### src/rtl/wr_enable_arbiter.sv
// Round-robin write-enable arbiter: grants at most one requester per cycle and
// drives a registered one-hot enable plus the winning data word downstream.
module wr_enable_arbiter #(
    parameter int WIDTH = 4,
    parameter int N     = 16,
    parameter int IDXW  = (N > 1) ? $clog2(N) : 1
) (
    input  logic                 clk,
    input  logic                 rst,
    input  logic [N-1:0]         req,
    input  logic [N*WIDTH-1:0]   req_data,
    input  logic                 hold,
    output logic [N-1:0]         en,
    output logic [WIDTH-1:0]     d_out,
    output logic [N-1:0]         ack,
    output logic [IDXW-1:0]      grant_idx
);

    logic [IDXW-1:0]  ptr_q, ptr_d;
    logic [N-1:0]     en_q, en_d;
    logic [WIDTH-1:0] d_out_q, d_out_d;
    logic [IDXW-1:0]  grant_idx_q, grant_idx_d;

    logic             found;
    logic [IDXW-1:0]  winner;

    // Circular scan starting at ptr; the first hit wins.
    always_comb begin
        found  = 1'b0;
        winner = '0;
        for (int off = 0; off < N; off++) begin
            int j;
            j = int'(ptr_q) + off;
            if (j >= N) begin
                j = j - N;
            end
            if (!found && req[j]) begin
                found  = 1'b1;
                winner = IDXW'(j);
            end
        end
    end

    always_comb begin
        en_d        = '0;
        d_out_d     = d_out_q;
        grant_idx_d = grant_idx_q;
        ptr_d       = ptr_q;
        if (!hold && found) begin
            en_d        = N'(1) << winner;
            d_out_d     = req_data[int'(winner)*WIDTH +: WIDTH];
            grant_idx_d = winner;
            // The winner drops to lowest priority for the next decision.
            if (winner == IDXW'(N-1)) begin
                ptr_d = '0;
            end else begin
                ptr_d = winner + IDXW'(1);
            end
        end
    end

    always_ff @(posedge clk) begin
        if (rst) begin
            ptr_q       <= '0;
            en_q        <= '0;
            d_out_q     <= '0;
            grant_idx_q <= '0;
        end else begin
            ptr_q       <= ptr_d;
            en_q        <= en_d;
            d_out_q     <= d_out_d;
            grant_idx_q <= grant_idx_d;
        end
    end

    assign en        = en_q;
    assign ack       = en_q;
    assign d_out     = d_out_q;
    assign grant_idx = grant_idx_q;

endmodule

### config.mk
export PLATFORM = sky130hd
export DESIGN_NAME = wr_enable_arbiter
export DESIGN_NICKNAME = d
export VERILOG_FILES = /design/src/rtl/wr_enable_arbiter.sv
export SDC_FILE = /design/constraint.sdc
export NUM_CORES = 1
export LEC_CHECK = 0
export CAP_MARGIN = 20
export CORE_MARGIN = 5
export CORE_UTILIZATION = 45
export CTS_CLUSTER_DIAMETER = 100
export DETAILED_ROUTE_END_ITERATION = 10
export PLACE_DENSITY = 0.75
export SLEW_MARGIN = 20
export SYNTH_ARGS = -nofsm -noshare
export SYNTH_HDL_FRONTEND = slang
export SYNTH_SLANG_ARGS = --single-unit
### constraint.sdc
create_clock -name clk -period 15.2 [get_ports clk]
set_clock_uncertainty 0.1 [all_clocks]
set_input_delay 3.04 -clock clk [delete_from_list [all_inputs] [get_ports clk]]
set_output_delay 3.04 -clock clk [all_outputs]
set_load 0.05 [all_outputs]
==> metrics.yaml <==
status: "complete, no violations"
regToRegSetupSlack_ns: 9.06
dieArea_um2: 12100
path_class: "input port to flip-flop"
place_area_um2: 5600
gp_congestion: 1.03
cts_hold_repair.buffers: 0
yosysWarnings: 0
dr.pass1.iters: 7
max_clock_freq_mhz: 136
num_rows: 36
grt_usage_pct: 22.7
cts_max_level: 1
die_w_um: 110
grt_antenna_before_repair: 0
dp_cells: 707
final.setup.tns_ns: 0
worstPathArrival_ns: 7.50
syn-num-nets: 586
clock_sinks: 28
yosys.cell_count.top_type: "mux2i_1"
tightest_slew_ns: 0.922
coreArea_um2: 9770
port_buffers: 122
synthDominantCellAreaShare_pct: 19.1
synthSimpleGateAreaFrac_pct: 20.5
holdCritStartpoint: "grant_idx[0]$_SDFFE_PP0P_"
syn_to_final_growth_pct: 25.9
start_kind: "input port"
holdCritPathClass: "flip-flop to flip-flop"
drtIter0Drc: 373
hpwlAfterDp_um: 11500
grt_pass1_vias: 4182
synth_edf_count: 0
synthTopCellsByArea: "mux2i_1 (19%), mux4_2 (13%), dfxtp_1 (12%), ha_1 (3.6%), buf_4 (3.2%)"
slew_headroom_pct: 38.1
grt_setup_unrepaired: "false"
num_vias: 4430
ant_nets: 0
ys_seq_area_share_pct: 12.4
finalHoldViolCount: 0
synth_compound_area_share_pct: 15.7
worstSetupEndpointType: "flip-flop"
viasPerCell: 6.23
wl_per_cell_um: 20.1
fin_crit_sh_pct: 48.5
power_density_nw_per_um2: 218
design_area_um2: 5680
ir_worst_vdd_mv: 0.109
grt_max_degree: 40
synth_adder_area_share_pct: 3.60
ys_ff_latch: 28
synthDistinctLibCells: 80
start_util_pct: 46.2
leakage_nw: 2.09
grt_overflow: 0
cts_tree: "yes"
netlist_area_um2: 4510
cts_setup_buffers: 0
avgSynthCellArea_um2: 9.21
cts.reportedPaths.clkPinSlew_ns: 0.10
period_needed_ns: 7.37
numCtsBuffers: 3
stdcell_count: 711
routed_wl_um: 14300
cts_root_buffer: "clkbuf_8"
finalMaxSlewViolations: 0
r2r_cells: 15
hold_end: "grant_idx[0]$_SDFFE_PP0P_"
setup_viol: 0
nets: 675
drc_errors: 0
synth_common_cells: "mux2i_1 (86), nand2_1 (37), dfxtp_1 (28), mux4_2 (27), nor2_1 (24)"
crit_required_ns: 15.33
antenna_cells: 0
crit_fanout: 10
cap_violations: 0
dieHeight_um: 110
reg2reg_from: "ptr_q[1]$_SDFFE_PP0P_"
synth_top_family_by_area: "multiplexers"
post_cts_resized: 0
min_path_cells: 2
yosys.area_share.xor_xnor_pct: 1.91
grt_pass1_wl_um: 21900
layout-drive-gt1-share_pct: 12.5
cts_buffer_depth: 2
async_flop_share_pct: 0
worst_r2r_endpoint: "ptr_q[3]$_SDFFE_PP0P_"
yosys.area.top_type: "mux2i_1"
clock_latency_ns: 0.27
io_pins: 123
syn_inst: 490
synthFlopType: "dfxtp_1"
synth_mux_area_share_pct: 37.4
[cell type report]
cell class / count / area, um^2
timing repair buffer: 125 / 1240
sequential: 28 / 561
fill: 877 / 4090
tap: 133 / 166
inverter: 16 / 60.1
clock inverter: 1 / 30.0
clock buffer: 3 / 41.3
multi-input combinational: 405 / 3580
[worst max path at each step]
stage                        from                     to  slack (ns)  cells past startpoint
after floorplan            req[4]      ack[3]$_SDFF_PP0_        8.96                     14
after global placement    req[14]  ptr_q[3]$_SDFFE_PP0P_        7.66                     13
after detailed placement  req[10]  ptr_q[3]$_SDFFE_PP0P_        7.62                     13
after CTS                 req[10]  ptr_q[3]$_SDFFE_PP0P_        7.91                     13
after global routing       req[4]      ack[3]$_SDFF_PP0_        7.62                     13
final                     req[10]  ptr_q[3]$_SDFFE_PP0P_        7.83                     13
[cells by family (layout without fill, tap and decap cells)]
group                      after synthesis  after routing
AOI/OAI and AO/OA                      101            101
DFF                                     28             28
xor gates and xnor gates                 9              9
muxes                                  132            132
adders and majority gates               13             13
and+or+nand+nor                        150            150
buffers and inverters                   57            145
[critical path, cell delays in order]
cell	delay (ns)
clkdlybuf4s50_1	0.51
mux4_2	0.60
mux4_2	0.61
nor3_2	0.37
and4bb_1	0.38
nand4_1	0.16
o211ai_1	0.14
and4_1	0.66
inv_2	0.13
ha_1	0.30
o211a_1	0.24
o21ai_1	0.17
o211a_1	0.16
[state kept, by name, indices dropped and copies added, names as in the netlist]
signal	count
ack	16
d_out	4
grant_idx	4
ptr_q	4
[per-layer routing]
metal / global-route usage, % / vias to the layer above / share of wire, %
li1: - / 2052 / -
met1: 30.2 / 2135 / 40
met2: 38.4 / 200 / 50
met3: 2.50 / 43 / 6.3
met4: 7.65 / 0 / 3.5
met5: 0 / - / 0
[power by group]
part,internal [mW],switching (mW),total (mW)
logic,0.431,0.652,1.08
registers,0.0892,0.0108,0.100
clock network,0.0352,0.0221,0.0573
total,0.555,0.684,1.24
[placed cells by master, fill, tap and decap left out, types with 4 or more instances in the layout]
master / n
o21ai_1: 4
xor2_1: 4
a22oi_1: 11
o211ai_1: 6
ha_1: 13
inv_1: 13
nand2b_1: 8
nand2_1: 37
and3_1: 9
mux2_2: 8
nor3_1: 4
and2_1: 11
nor2_1: 24
nor3_2: 4
o22ai_1: 5
clkdlybuf4s50_1: 122
xnor2_1: 4
o21ai_0: 15
dfxtp_1: 28
mux4_2: 27
nor4_1: 6
mux2i_1: 86
nand3_1: 11
a21oi_1: 21
mux2_1: 9
nor2b_1: 7
[stage by stage]
step                worst slack [ns]  hold slack, ns  total power, mW  utilization (%)
finish                          7.83           0.359             1.24             58.1
CTS                             7.91           0.361             1.22             58.1
global route                    7.62           0.402             1.32             58.1
floorplan                       8.96           0.577            0.977                -
detailed placement              7.62           0.347             1.16             57.3
global placement                7.66           0.343             1.16             57.3
(Power assumes the default switching activity.)
